==> src/rtl/mod_mul_pkg.sv <==
// Shared constants for the Kyber modular multiplier and a reference model of (x*y) mod q.
package mod_mul_pkg;

  localparam int KYBER_Q    = 3329;
  localparam int DATA_WIDTH = 12;
  localparam int BARRETT_K  = 24;
  localparam int BARRETT_M  = 5039;

  // Exact reference using the '%' operator, independent of the Barrett datapath.
  function automatic logic [DATA_WIDTH-1:0] mod_mul_ref(input logic [DATA_WIDTH-1:0] x,
                                                        input logic [DATA_WIDTH-1:0] y);
    logic [31:0] prod;
    prod = 32'(x) * 32'(y);
    return DATA_WIDTH'(prod % 32'(KYBER_Q));
  endfunction

endpackage

==> src/rtl/barrett_reduce.sv <==
// Barrett reduction of a 2W-bit product: stages S3..S5, fixed 3-cycle latency.
// Define MODMUL_DSP_HINT_EN to tag the S3 multiplier register for DSP mapping.
module barrett_reduce
  import mod_mul_pkg::*;
#(
  parameter int DATA_WIDTH = mod_mul_pkg::DATA_WIDTH,
  parameter int MODULUS    = KYBER_Q,
  parameter int BARRETT_K  = 2*DATA_WIDTH,
  parameter int BARRETT_M  = int'((64'd1 << BARRETT_K) / MODULUS)
) (
  input  logic                    clk,
  input  logic                    rst,
  input  logic                    enable,
  input  logic                    valid_in,
  input  logic [2*DATA_WIDTH-1:0] p,
  output logic [DATA_WIDTH-1:0]   result,
  output logic                    valid_out
);

  localparam int P_W = 2*DATA_WIDTH;
  localparam int M_W = $clog2(BARRETT_M + 1);
  localparam int T_W = P_W + M_W;
  localparam int R_W = DATA_WIDTH + 2;

  localparam logic [M_W-1:0] M_C = M_W'(BARRETT_M);
  localparam logic [T_W-1:0] Q_T = T_W'(MODULUS);
  localparam logic [R_W-1:0] Q_R = R_W'(MODULUS);

  // Remainder may reach 3q-1 when both operands are >= q; two subtracts bring it below q.
  function automatic logic [DATA_WIDTH-1:0] cond_sub(input logic [R_W-1:0] r);
    logic [R_W-1:0] s;
    s = r;
    if (s >= Q_R) s = s - Q_R;
    if (s >= Q_R) s = s - Q_R;
    return s[DATA_WIDTH-1:0];
  endfunction

`ifdef MODMUL_DSP_HINT_EN
  (* use_dsp = "yes" *) logic [T_W-1:0] t_p3;
`else
  logic [T_W-1:0] t_p3;
`endif
  logic [P_W-1:0] p_p3;
  logic           vld_p3;
  logic [R_W-1:0] r_p4;
  logic           vld_p4;

  logic [T_W-1:0] qh;
  logic [T_W-1:0] qh_q;
  logic [R_W-1:0] r_next;

  // r only needs its low W+2 bits, so the subtraction is done modulo 2**(W+2).
  always_comb begin
    qh     = t_p3 >> BARRETT_K;
    qh_q   = qh * Q_T;
    r_next = R_W'(p_p3) - R_W'(qh_q);
  end

  always_ff @(posedge clk) begin
    if (rst) begin
      t_p3      <= '0;
      p_p3      <= '0;
      vld_p3    <= 1'b0;
      r_p4      <= '0;
      vld_p4    <= 1'b0;
      result    <= '0;
      valid_out <= 1'b0;
    end else if (enable) begin
      // S3: Barrett estimate product
      t_p3      <= T_W'(p) * T_W'(M_C);
      p_p3      <= p;
      vld_p3    <= valid_in;
      // S4: quotient estimate and partial remainder
      r_p4      <= r_next;
      vld_p4    <= vld_p3;
      // S5: final correction; bubbles leave result untouched
      valid_out <= vld_p4;
      if (vld_p4) result <= cond_sub(r_p4);
    end
  end

endmodule

==> src/rtl/mod_multiplier_pipeline.sv <==
// Pipelined (a*b) mod q, 5-cycle latency: S1 operand register, S2 product, S3..S5 Barrett.
// Define MODMUL_DSP_HINT_EN to tag the S2 multiplier register for DSP mapping.
module mod_multiplier_pipeline
  import mod_mul_pkg::*;
#(
  parameter int DATA_WIDTH = mod_mul_pkg::DATA_WIDTH,
  parameter int MODULUS    = KYBER_Q,
  parameter int BARRETT_K  = 2*DATA_WIDTH,
  parameter int BARRETT_M  = int'((64'd1 << BARRETT_K) / MODULUS)
) (
  input  logic                  clk,
  input  logic                  rst,
  input  logic                  enable,
  input  logic                  valid_in,
  input  logic [DATA_WIDTH-1:0] a,
  input  logic [DATA_WIDTH-1:0] b,
  output logic [DATA_WIDTH-1:0] result,
  output logic                  valid_out
);

  localparam int P_W = 2*DATA_WIDTH;

  logic [DATA_WIDTH-1:0] a_p1;
  logic [DATA_WIDTH-1:0] b_p1;
  logic                  vld_p1;
`ifdef MODMUL_DSP_HINT_EN
  (* use_dsp = "yes" *) logic [P_W-1:0] p_p2;
`else
  logic [P_W-1:0] p_p2;
`endif
  logic                  vld_p2;

  always_ff @(posedge clk) begin
    if (rst) begin
      a_p1   <= '0;
      b_p1   <= '0;
      vld_p1 <= 1'b0;
      p_p2   <= '0;
      vld_p2 <= 1'b0;
    end else if (enable) begin
      // S1: operand capture
      a_p1   <= a;
      b_p1   <= b;
      vld_p1 <= valid_in;
      // S2: full-width unsigned product
      p_p2   <= P_W'(a_p1) * P_W'(b_p1);
      vld_p2 <= vld_p1;
    end
  end

  barrett_reduce #(
    .DATA_WIDTH (DATA_WIDTH),
    .MODULUS    (MODULUS),
    .BARRETT_K  (BARRETT_K),
    .BARRETT_M  (BARRETT_M)
  ) u_reduce (
    .clk       (clk),
    .rst       (rst),
    .enable    (enable),
    .valid_in  (vld_p2),
    .p         (p_p2),
    .result    (result),
    .valid_out (valid_out)
  );

endmodule

==> config.mk <==
export PLATFORM = sky130hd
export DESIGN_NAME = mod_multiplier_pipeline
export DESIGN_NICKNAME = d
export VERILOG_FILES = /design/src/rtl/mod_mul_pkg.sv /design/src/rtl/barrett_reduce.sv /design/src/rtl/mod_multiplier_pipeline.sv
export SDC_FILE = /design/constraint.sdc
export NUM_CORES = 1
export LEC_CHECK = 0
export ABC_AREA = 1
export BUFFER_PORTS_ARGS = -buffer_cell sky130_fd_sc_hd__buf_2
export CAP_MARGIN = 20
export CORE_AREA = 2 2 186 188
export DETAILED_ROUTE_END_ITERATION = 8
export DIE_AREA = 0 0 188 190
export PLACE_DENSITY = 0.75
export SLEW_MARGIN = 20
export SYNTH_ARGS = -nofsm -noshare
export SYNTH_HDL_FRONTEND = slang
export SYNTH_SLANG_ARGS = --single-unit
==> constraint.sdc <==
create_clock -name clk -period 4.9 [get_ports clk]
set_input_delay 0 -clock clk [delete_from_list [all_inputs] [get_ports clk]]
set_output_delay 0 -clock clk [all_outputs]
set_load 0.005 [all_outputs]
=== Yosys cells after proc, flatten, opt, wreduce, memory -nomap -nowiden ===
Cells that the tools add are included.
Widths: inputs -> output; s select.

* ROM bits: 0
* Bits in latches: 0
* Memories: 0
* Register bits after elaboration: 130
* Memory bits (writable): 0

* Add/sub/neg operators: 3
* Bitwise operators: 0
* $lt $le $gt $ge: 2
* Multiplexer cells: 5
* Reductions and logical operators: 1
* Multipliers: 3
* Div/mod/pow operators: 0
* Equality and inequality tests: 0
* Shifts and indexed selects: 0

{| class="wikitable"
|+ Operators by type and width
! kind !! number
|-
| $mux 14 || 4
|-
| $mul 24x13->37 const B || 1
|-
| $ge 14x12->1 const B || 2
|-
| $mul 12x12->24 || 1
|-
| $mul 13x12->14 const B || 1
|-
| $sub 14x12->14 const B || 1
|-
| $sub 14x14->14 || 1
|-
| $mux 12 || 1
|-
| $sub 12x12->12 const B || 1
|-
| $reduce_and 2->1 || 1
|}

=== Logic depth before layout (Yosys ltp) ===
* Word-level depth: 7
* Depth in mapped cells: 25

=== Hierarchy ===
A second synthesis with hierarchy kept.

* Cells, all modules: 2210
* Area total of the unflattened synthesis: 16951.3 µm²

{| class="wikitable"
|+ By module, submodules not included
! module !! cells each !! area an instance (µm²) !! instances
|-
| barrett_reduce || 1250 || 10109.7 || 1
|-
| mod_multiplier_pipeline || 960 || 6841.6 || 1
|}

=== Worst setup path after synthesis ===
OpenSTA, ideal clock, no wires.

* Path type: register to register
* Start: register a_p1[0]
* End: register p_p2[21]
* Setup time: 0.056 ns
* Buffers on the path: 1
* Clock period less this slack: 5.009 ns
* Data required time: 4.844 ns
* Arrival time: 4.953 ns
* Cell stages (with the launch flop): 24
* Slack: -0.109 ns
* Path through: dfxtp_1 clkbuf_1 nand2_1 fa_1 fa_1 inv_1 fa_1 fa_1 inv_1 fa_1 inv_1 ha_1 nand2_1 nor2_1 inv_1 o21ai_0 a31oi_1 o21ai_0 nand3_1 nand2_1 a21oi_1 o21ai_0 nand2_1 inv_1

* Word-level cells in the longest chain between the ends: 1

{| class="wikitable"
|+ RTL lines
! what !! RTL line !! source
|-
| start, declared || mod_multiplier_pipeline.sv:23 || <nowiki>logic [DATA_WIDTH-1:0] a_p1;</nowiki>
|-
| start signal, assigned || mod_multiplier_pipeline.sv:35 || <nowiki>a_p1 <= '0;</nowiki>
|-
| start signal, assigned || mod_multiplier_pipeline.sv:42 || <nowiki>a_p1 <= a;</nowiki>
|-
| $mul 12x12->24 || mod_multiplier_pipeline.sv:46 || <nowiki>p_p2 <= P_W'(a_p1) * P_W'(b_p1);</nowiki>
|-
| end signal, assigned || mod_multiplier_pipeline.sv:46 ||
|-
| end, declared || mod_multiplier_pipeline.sv:29 || <nowiki>logic [P_W-1:0] p_p2;</nowiki>
|}

Every way passes these cells.
A chain may end at the register's enable or synchronous reset.

=== Worst setup path in the final report ===
* Start: register a_p1[7]
* End: register p_p2[19]

Same word-level chain as after synthesis.

==> results.toml <==
[status]
status = "complete, but fails checks"
violations = "negative setup slack"

[place]
dp_cells = 2698
place_hpwl_mm = 32.8
place_congestion = 0.912
port_buffers = 40

[grt]
top_usage_layer = "met2"
met2_usage_pct = 44.2
grt_max_degree = 64
grt_pass1_wl_mm = 67.0
grt_pass1_vias = 14450
grt-ovfl-total = 0
track_usage_pct = 22.9
antenna_found_initial = 0
grtUsageMet3_pct = 2.21
met1_usage_pct = 26.8

[clocking]
worstSkewPairLatency_ns = 0.38
cts_inserted_buffers = 9
clk_pin_slew_ns = 0.07
htree_levels = 3
cts_tree = "done"
clockBufferDepth = 2
root_buffer = "clkbuf_16"
cts.sinks = 106

[sta]
fmax_ghz = 0.202
hold_viol_final = 0
tightest_slew_ns = 0.627
worst_slack_ns = -0.0502
clock_skew_ns = 0.0148
rsz0062_at_grt = "yes"
relSlewSlack_pct = 58.1
setup_viol = 2
fin_crit_ns = 4.95
slew_viol_final = 0
fin_crit_sh_pct = 101

[synthesis]
synth_seq_cells = 106
synthArstFlopShare_pct = 0
synth_area_um2 = 16700
synth-edff-count = 0
synth_cells = 2159
synthesis.nets = 2650
yosys_warnings = 0
synthFlopType = "dfxtp_1"
yosysSeqAreaShare_pct = 12.7
avgSynthCellArea_um2 = 7.72
ys_types = 41

[die]
start_util_pct = 49.1
coreArea_um2 = 33900
die_x_um = 188
rows = 68
fp.dieArea_um2 = 35700
io_pins = 41
die_h_um = 190

[critical_path]
critPathMaxFanout = 4
crit_type = "reg2reg"
crit_arrival_ns = 5.21
critPathRequiredTime_ns = 5.16
worst_setup_path_end_kind = "register"
critPathLaunchType = "register"

[routing]
vias = 14074
drt-pass1-iter-count = 5
wl_mm = 40.4
wl_per_cell_um = 14.6
drc_errors = 0
drt_iter0_markers = 686
via_per_inst = 5.10
final_antenna_net_count = 0

[finish]
syn_to_final_growth_pct = 15.8
drive_above_1_share_pct = 15.2
final_util_pct = 56.9
layout_common_cells = "inv_1 (485), nand2_1 (346), fa_1 (224)"
layout.cells.non_filler = 2759
nets = 2790
diodes = 0
mostFrequentLayoutCell = "inv_1"

[flow_run]
drv_cap = 0

[power_and_ir_drop]
p_per_area_nw_per_um2 = 634
power_leakage_uw = 0.0107
p_total_uw = 12200
vdd_ir_drop_max_mv = 0.733

[worst_hold_path]
hold_path_class = "in2reg"
repair_timing:
| action | 4_1_cts | 5_1_grt |
|---|---|---|
| hold endpoints to repair | 25 | 0 |
| pin swaps | 24 | 74 |
| endpoints found under the setup margin | 12 | 24 |
| hold buffers | 25 | 0 |
| gates resized for setup | 51 | 138 |
| setup buffers | 3 | 17 |
per-stage QoR:
stage	worst slack (ns)	setup TNS, ns	area (µm²)	hold slack [ns]
2_1_floorplan	0.00613	0	16700	0.135
3_3_place_gp	-0.359	-1.25	18000	0.230
3_5_place_dp	-0.370	-1.60	18000	0.226
4_1_cts	-0.0237	-0.0437	18700	0.238
5_1_grt	-0.250	-1.43	19300	0.273
6_report	-0.0502	-0.0772	19300	0.252
cell families after synthesis:
| group | count (synthesis) | synth area share, % |
|---|---|---|
| flops | 106 | 12.7 |
| fa+ha+maj | 463 | 45.4 |
| simple gates | 699 | 17.3 |
| buf+inv | 571 | 13.1 |
| xor+xnor | 52 | 2.73 |
| compound gates | 268 | 8.77 |
metal layers:
layer,vias up,share of wire (%)
met3,73,3.0
met2,295,54
li1,6894,-
met4,0,2.5
met1,6812,41
met5,-,0
power breakdown:
group / switching, µW / internal, µW / leakage, µW / total, µW
Clock: 364 / 351 / 0.000126 / 715
Sequential: 178 / 996 / 0.000892 / 1170
Combinational: 6250 / 4100 / 0.00965 / 10400
Total: 6790 / 5450 / 0.0107 / 12200
path summary, 6_finish.rpt:
| path | from | to | slack, ns | cells past startpoint |
|---|---|---|---|---|
| min | enable | b_p1[8]$_SDFFE_PP0P_ | 0.25 | 3 |
| max reg2reg | a_p1[7]$_SDFFE_PP0P_ | p_p2[19]$_SDFFE_PP0P_ | -0.05 | 20 |
| min reg2reg | u_reduce.p_p3[4]$_SDFFE_PP0P_ | u_reduce.p_p3[4]$_SDFFE_PP0P_ | 0.47 | 2 |
| max | a_p1[7]$_SDFFE_PP0P_ | p_p2[19]$_SDFFE_PP0P_ | -0.05 | 20 |
cells in the mapped netlist (all sizes together), types with 2 or more instances:
library cell	n	area (µm²)
a211oi	4	30.0
o211ai	10	75.1
o21a	6	45.0
fa	236	4720
nor3	8	40.0
dfxtp	106	2120
nand3b	3	22.5
nand3	72	383
a21o	5	37.5
clkinv	2	7.51
nand2	377	1480
ha	227	2840
clkbuf	51	191
a21oi	103	527
buf	12	81.3
o31ai	3	22.5
nor4	3	18.8
xor2	35	307
a31oi	12	75.1
nor2	219	837
o21ai	118	591
inv	506	1900
xnor2	17	149
nand4	17	106
layout make-up:
| type | instances | area, µm² |
|---|---|---|
| well taps | 455 | 569 |
| clock inverters | 6 | 48.8 |
| flip-flops and latches | 106 | 2200 |
| multi-input cells | 1482 | 12800 |
| clock buffers | 10 | 229 |
| repair buffers | 192 | 1490 |
| inverters | 508 | 1910 |
| fillers | 2935 | 14600 |
sequential cells by signal, summed over array words and instances, names as in the netlist:
name and flops:
u_reduce.r_p4 14, vld_p1 1, u_reduce.vld_p3 1, vld_p2 1, u_reduce.t_p3 13, u_reduce.p_p3 14, u_reduce.valid_out 1, u_reduce.vld_p4 1
u_reduce.result 12, b_p1 12, p_p2 24, a_p1 12
worst max-delay path: stages (launching register included):
cell and delay, ns:
dfxtp_4 0.37, buf_4 0.12, nand2_1 0.06, fa_1 0.50, fa_1 0.43, fa_1 0.50, inv_1 0.06, fa_1 0.54
inv_1 0.07, fa_1 0.56, inv_2 0.05, ha_4 0.25, a21oi_2 0.18, a21boi_2 0.22, o21ai_2 0.11, a31oi_2 0.21
o21ai_1 0.13, buf_4 0.17, xor2_1 0.14, o21ai_1 0.12, inv_1 0.05
(Power assumes the default switching activity.)
